**config.mk**
```make
export PLATFORM = sky130hd
export DESIGN_NAME = updown_btn_ctrl_flat
export DESIGN_NICKNAME = d
export VERILOG_FILES = /design/src/rtl/updown_btn_ctrl_if.sv /design/src/rtl/updown_btn_ctrl.sv /design/src/flat_wrapper.sv
export SDC_FILE = /design/constraint.sdc
export NUM_CORES = 1
export LEC_CHECK = 0
export ABC_AREA = 1
export BUFFER_PORTS_ARGS = -buffer_cell sky130_fd_sc_hd__buf_2
export CAP_MARGIN = 10
export CORE_UTILIZATION = 50
export DETAILED_ROUTE_END_ITERATION = 10
export GPL_TIMING_DRIVEN = 0
export HOLD_SLACK_MARGIN = 0.02
export PLACE_DENSITY_LB_ADDON = 0.25
export RECOVER_POWER = 50
export SETUP_SLACK_MARGIN = 0.4
export SYNTH_ARGS = -nofsm -noshare
export SYNTH_HDL_FRONTEND = slang
export SYNTH_SLANG_ARGS = --single-unit
```
**constraint.sdc**
```tcl
create_clock -name CLK -period 2.64 [get_ports CLK]
set_input_delay 0 -clock CLK [delete_from_list [all_inputs] [get_ports CLK]]
set_output_delay 0 -clock CLK [all_outputs]
set_load 0.02 [all_outputs]
```
**src/rtl/updown_btn_ctrl_if.sv**
```systemverilog
// Button-side and counter-side signals of the up/down control stage.
// The control block takes the slave view; whatever drives the buttons
// and consumes DEC/HOLD takes the master view.
interface updown_btn_ctrl_if;
  logic       BTN_DIR_N;
  logic       BTN_HOLD_N;
  logic       DEC;
  logic       HOLD;
  logic       DIR_PRESS;
  logic       HOLD_PRESS;
  logic [1:0] LED_N;

  modport master (
    output BTN_DIR_N, BTN_HOLD_N,
    input  DEC, HOLD, DIR_PRESS, HOLD_PRESS, LED_N
  );

  modport slave (
    input  BTN_DIR_N, BTN_HOLD_N,
    output DEC, HOLD, DIR_PRESS, HOLD_PRESS, LED_N
  );
endinterface

```
**src/rtl/updown_btn_ctrl.sv**
```systemverilog
// Up/down counter control stage: synchronizes and debounces two raw
// active-low buttons, turns clean presses into one-cycle pulses and
// toggles the DEC (direction) and HOLD (pause) levels, with
// active-low LEDs mirroring both levels.
// Button index 0 is the direction button, index 1 the hold button.
module updown_btn_ctrl #(
  parameter int SAMPLE_MAX = 60000,
  parameter int STABLE_N   = 4
) (
  input  logic             CLK,
  input  logic             RESET,
  updown_btn_ctrl_if.slave btn_if
);

  localparam int               CNT_W    = $clog2(SAMPLE_MAX);
  localparam logic [CNT_W-1:0] CNT_LAST = CNT_W'(SAMPLE_MAX - 1);

  logic [CNT_W-1:0] cnt_q, cnt_d;
  logic             tick;
  logic [1:0]       btn_raw_n;
  logic [1:0]       press_d, press_q;
  logic             dec_d, dec_q;
  logic             hold_d, hold_q;

  assign btn_raw_n = {btn_if.BTN_HOLD_N, btn_if.BTN_DIR_N};

  // Free-running sample divider; tick marks the last count of each period.
  always_comb begin
    tick  = (cnt_q == CNT_LAST);
    cnt_d = tick ? '0 : cnt_q + CNT_W'(1);
  end

  // Sample divider register.
  always_ff @(posedge CLK or negedge RESET) begin
    if (!RESET) cnt_q <= '0;
    else        cnt_q <= cnt_d;
  end

  generate
    for (genvar gi = 0; gi < 2; gi++) begin : g_btn
      logic                sync1_q, sync2_q;
      logic [STABLE_N-1:0] hist_q, hist_d;
      logic                deb_q, deb_d;
      logic                deb_prev_q;

      // History shifts only on ticks; the level follows a unanimous history
      // and otherwise keeps its value, so mixed (bouncing) samples are ignored.
      always_comb begin
        hist_d = hist_q;
        deb_d  = deb_q;
        if (tick) begin
          hist_d = {hist_q[STABLE_N-2:0], sync2_q};
          if (&hist_d)       deb_d = 1'b1;
          else if (~|hist_d) deb_d = 1'b0;
        end
      end

      // Rising edge of the registered debounced level, one cycle after it rises.
      assign press_d[gi] = deb_q & ~deb_prev_q;

      // Two-flop synchronizer (inverted to pressed-high) and debounce state.
      always_ff @(posedge CLK or negedge RESET) begin
        if (!RESET) begin
          sync1_q    <= 1'b0;
          sync2_q    <= 1'b0;
          hist_q     <= '0;
          deb_q      <= 1'b0;
          deb_prev_q <= 1'b0;
        end else begin
          sync1_q    <= ~btn_raw_n[gi];
          sync2_q    <= sync1_q;
          hist_q     <= hist_d;
          deb_q      <= deb_d;
          deb_prev_q <= deb_q;
        end
      end
    end
  endgenerate

  // Each level toggles in the very cycle its press pulse is visible.
  always_comb begin
    dec_d  = dec_q ^ press_d[0];
    hold_d = hold_q ^ press_d[1];
  end

  // Press pulses and the direction/hold levels; reset means count up, running.
  always_ff @(posedge CLK or negedge RESET) begin
    if (!RESET) begin
      press_q <= 2'b00;
      dec_q   <= 1'b1;
      hold_q  <= 1'b0;
    end else begin
      press_q <= press_d;
      dec_q   <= dec_d;
      hold_q  <= hold_d;
    end
  end

  assign btn_if.DEC        = dec_q;
  assign btn_if.HOLD       = hold_q;
  assign btn_if.DIR_PRESS  = press_q[0];
  assign btn_if.HOLD_PRESS = press_q[1];
  assign btn_if.LED_N      = {~hold_q, ~dec_q};

endmodule

```
**src/flat_wrapper.sv**
```systemverilog
// flat-port wrapper written by rule: the top's interface ports become plain ports
module updown_btn_ctrl_flat 
#(
  parameter int SAMPLE_MAX = 60000,
  parameter int STABLE_N   = 4
)
  (CLK, RESET, btn_if_BTN_DIR_N, btn_if_BTN_HOLD_N, btn_if_DEC, btn_if_HOLD, btn_if_DIR_PRESS, btn_if_HOLD_PRESS, btn_if_LED_N);
  updown_btn_ctrl_if btn_if_i ();
  input  logic CLK;
  input  logic RESET;
  input wire logic [$bits(btn_if_i.BTN_DIR_N)-1:0] btn_if_BTN_DIR_N;
  input wire logic [$bits(btn_if_i.BTN_HOLD_N)-1:0] btn_if_BTN_HOLD_N;
  output wire logic [$bits(btn_if_i.DEC)-1:0] btn_if_DEC;
  output wire logic [$bits(btn_if_i.HOLD)-1:0] btn_if_HOLD;
  output wire logic [$bits(btn_if_i.DIR_PRESS)-1:0] btn_if_DIR_PRESS;
  output wire logic [$bits(btn_if_i.HOLD_PRESS)-1:0] btn_if_HOLD_PRESS;
  output wire logic [$bits(btn_if_i.LED_N)-1:0] btn_if_LED_N;
  assign btn_if_i.BTN_DIR_N = btn_if_BTN_DIR_N;
  assign btn_if_i.BTN_HOLD_N = btn_if_BTN_HOLD_N;
  assign btn_if_DEC = btn_if_i.DEC;
  assign btn_if_HOLD = btn_if_i.HOLD;
  assign btn_if_DIR_PRESS = btn_if_i.DIR_PRESS;
  assign btn_if_HOLD_PRESS = btn_if_i.HOLD_PRESS;
  assign btn_if_LED_N = btn_if_i.LED_N;
  updown_btn_ctrl #(.SAMPLE_MAX(SAMPLE_MAX), .STABLE_N(STABLE_N)) u_core (.CLK(CLK), .RESET(RESET), .btn_if(btn_if_i));
endmodule
```
==> summary.md <==
| Metric | Value |
|---|---|
| Worst path cell trace | `ha_1 -> nand3_4 -> nor2_4 -> nand2_4 -> buf_6 -> nand2_2 -> o21ai_2` |
| Final slew viol count | `0` |
| Sw Ratio | `0.229` |
| Net Switching | `0.000188 W` |
| Comb power frac | `0.022` |
| CTS HTree Levels | `2` |
| Setup TNS | `0 ns` |
| Max Fclk | `0.665 GHz` |
| Area Growth Syn to Fin | `11.1%` |
| Netlist cell types | `23` |
| Met3 wire len | `101 um` |
| Gr usage total | `0.190` |
| Antenna Cells | `0` |
| Critical Path Fanout Max | `10` |
| Total grt overflow | `0` |
| Routability congestion estimate | `approximately 0.85` |
| Num CTS Buffers | `5` |
| Final setup viols | `0` |
| Via density | `4.71` |
| Ys Warns | `0` |
| Rows | `20` |
| HP Class | `in -> async` |
| Clock Pin Slew Worst Setup and Hold Paths | `0.10 ns` |
| Synthesized area | `1620 sq um` |
| Post-CTS sizing | `0` |
| Worst Setup Path Type | `reg -> reg` |
| Critical Path AT | `1.74 ns` |
| Least-Margin Pin Slew | `0.737 ns` |
| Share of Yosys cell area claimed by the top area cell type | `0.510` |
| Sinks on Clock Net | `34` |
| Worst Setup End Kind | `flip-flop` |
| I/O Pins | `10` |
| Longest Clk Path Bufs | `2` |
| RSZ-0062 raised after global routing | `no` |
| Final hold vios | `0` |
| Largest net degree at the start of global routing | `35` |
| Met2 WL | `between 1 and 1.5 mm` |
| Max incr delay on CP | `0.39 ns` |
| Worst Setup Start Kind | `flip-flop` |
| Top area cells in the synthesized netlist | `dfrtp_1 51%, nand2_1 10%, inv_1 7.7%, nor2_1 7.4%, xor2_1 4.3%` |
| Core area | `3050 sq um` |
| CP Data Required Time | `roughly 2.9 ns` |
| Postcts setup bufs | `0` |
| Layout cells sized above 1 | `0.147` |
| Max IR drop VDD | `266 uV` |
| Most area-hungry cell type in the Yosys netlist | `dfrtp_1` |
| M1 WL | `1.33 mm` |
| HPWL after detailed placement | `slightly below 2 mm` |
| ANT nets after route | `0` |
| Die extent in x | `around 59 um` |
| Clock Power Share | `0.336` |
| Final Skew | `0.00427 ns` |
| Share of power burned in registers | `0.641` |
| Status | `complete, no violations` |
| P per Cell Area | `about 450 nW/um^2` |
| Sequential area share after synthesis | `0.526` |
| Syn_area_per_cell | `8.48 sq um` |
| Worst-Skew Late Latency | `0.33 ns` |
| Tcrit/Tclk final | `0.570` |
| CTS tree | `built` |
| WL/cell | `10.6 um` |
| Int Pwr | `0.000631 W` |
| Antenna violations before repair | `0` |
| First-pass GRT wire length | `between 4 and 5 mm` |
| Vias | `1200` |
| Leak | `about 0.95 nW` |
| Fin nets | `215` |
| First-iteration detailed-routing DRC count | `between 50 and 60` |
| Drt drc | `0` |
| Drt pass-1 iters | `4` |
| Slew headroom | `0.508` |
| Slowest cell on crit path | `dfrtp_1` |
| Minimum clock period | `1.50 ns` |
| Max-Cap Viols | `0` |
| Clock Tree Root | `clkbuf_4` |
| Post-synthesis register bit count | `34` |
| Starting Density | `0.530` |
| Highest Signal Layer | `met4` |
| Post-Syn Nets | `a little under 200` |
| Die area | `3470 sq um` |
| Critical path's top delay family | `simple AND/OR/NAND/NOR gates` |
| Syn Inst Count | `about 190` |
| Drt total wl | `2.71 mm` |
| Die H | `about 60 um` |
| Design Power | `roughly 0.00082 W` |
| Bufs and invs on worst path | `1` |
| Vias in the first global route | `1079` |
| Port Buf Inserts | `9` |
-- cells in the mapped netlist --
cell type	instances
nand3_4	1
xor2_1	8
nand2_1	45
inv_1	33
dfrtp_1	33
nand2_4	1
nor2_1	32
o21ai_1	1
nor2_2	3
o21ai_0	2
ha_1	1
nor2b_1	1
o21bai_1	1
nand4_1	7
nor3_1	1
a21oi_1	1
buf_6	1
dfstp_2	1
nor2_4	2
nand2_2	1
nand3_1	8
o21ai_2	6
xnor2_1	1
-- worst reg2reg max path: stages (launching register included) --
cell,delay (ns)
dfrtp_1,0.39
ha_1,0.27
nand3_4,0.13
nor2_4,0.21
nand2_4,0.12
buf_6,0.17
nand2_2,0.06
o21ai_2,0.05
-- area by class of cell --
cell class                      count  area [sq um]
Multi-Input combinational cell    123           632
Tap cell                           44          55.1
Clock buffer                        6          41.3
Fill cell                         270          1250
Clock inverter                      2          10.0
Buffer                              1          11.3
Timing Repair Buffer               12          73.8
Inverter                           33           124
Sequential cell                    34           852
-- registers in the layout, indices dropped and copies added, names as in the netlist --
name,flops
u_core.g_btn.sync2_q,2
u_core.cnt_q,16
u_core.g_btn.deb_q,2
u_core.btn_if.DEC,1
u_core.g_btn.deb_prev_q,2
u_core.g_btn.hist_q,6
u_core.g_btn.sync1_q,2
u_core.btn_if.HOLD,1
u_core.press_q,2
-- kinds of logic after synthesis --
group	share of synthesized area
and+or+nand+nor	0.284
buffers and inverters	0.0835
DFF	0.526
AOI/OAI and AO/OA	0.0495
xor gates and xnor gates	0.0487
adders and majority gates	0.00773
-- power groups by stage --
| stage | logic (W) | clock network (W) | registers, W |
|---|---|---|---|
| 6_report | 0.0000183 | 0.000275 | 0.000525 |
| 5_1_grt | 0.0000220 | 0.000306 | 0.000525 |
| 4_1_cts | 0.0000192 | 0.000282 | 0.000525 |
| 3_5_place_dp | 0.0000161 | 0 | 0.000535 |
| 3_3_place_gp | 0.0000155 | 0 | 0.000535 |
| 2_1_floorplan | 0.00000308 | 0 | 0.000535 |
-- cell usage in the layout, fill, tap and decap left out, types with 2 or more instances in the layout --
| master | Yosys | layout |
|---|---|---|
| nor2_1 | 32 | 32 |
| clkinv_2 | 0 | 2 |
| nand4_1 | 7 | 7 |
| xor2_1 | 8 | 8 |
| o21ai_2 | 6 | 6 |
| nand3_1 | 8 | 8 |
| nor2_2 | 3 | 3 |
| clkbuf_4 | 0 | 5 |
| dfrtp_1 | 33 | 33 |
| buf_2 | 0 | 8 |
| o21ai_0 | 2 | 2 |
| dlygate4sd3_1 | 0 | 3 |
| nor2_4 | 2 | 2 |
| clkbuf_1 | 0 | 2 |
| inv_1 | 33 | 33 |
| nand2_1 | 45 | 45 |
-- per-stage QoR --
| stage | instance area [sq um] | cells | utilization | hold slack, ns | worst slack (ns) |
|---|---|---|---|---|---|
| after floorplan | 1620 | 191 | - | -0.296 | 1.31 |
| after global placement | 1720 | 244 | 0.563 | 0.0994 | 1.18 |
| after detailed placement | 1720 | 244 | 0.563 | 0.110 | 1.15 |
| after CTS | 1800 | 255 | 0.590 | 0.269 | 1.13 |
| after global routing | 1800 | 255 | 0.589 | 0.315 | 1.04 |
| final | 1800 | 255 | 0.589 | 0.253 | 1.14 |
-- worst paths after layout --
check | start | endpoint | slack (ns) | depth (start not counted)
worst max-delay path | u_core.cnt_q[0] | u_core.g_btn[1].hist_q[1] | 1.14 | 7
worst min-delay path | RESET | u_core.cnt_q[8] | 0.25 | 2
worst max register to register | u_core.cnt_q[0] | u_core.g_btn[1].hist_q[1] | 1.14 | 7
worst min register to register | u_core.g_btn[0].sync1_q | u_core.g_btn[0].sync2_q | 0.36 | 0
max in group asynchronous | RESET | u_core.cnt_q[14] | 1.92 | 2
min in group CLK | btn_if_BTN_HOLD_N | u_core.g_btn[1].sync1_q | 0.32 | 3
-- layer usage --
metal	track usage	up-vias
met4	0.0714	0
li1	-	617
met2	0.278	20
met5	0	-
met1	0.265	558
met3	0.0593	5
-- timing repair --
item / in CTS / in global routing
hold buffers: 3 / 0
endpoints found under the hold margin: 35 / 0
setup endpoints to repair: 0 / 0
Power figures use the tool's default switching activity.
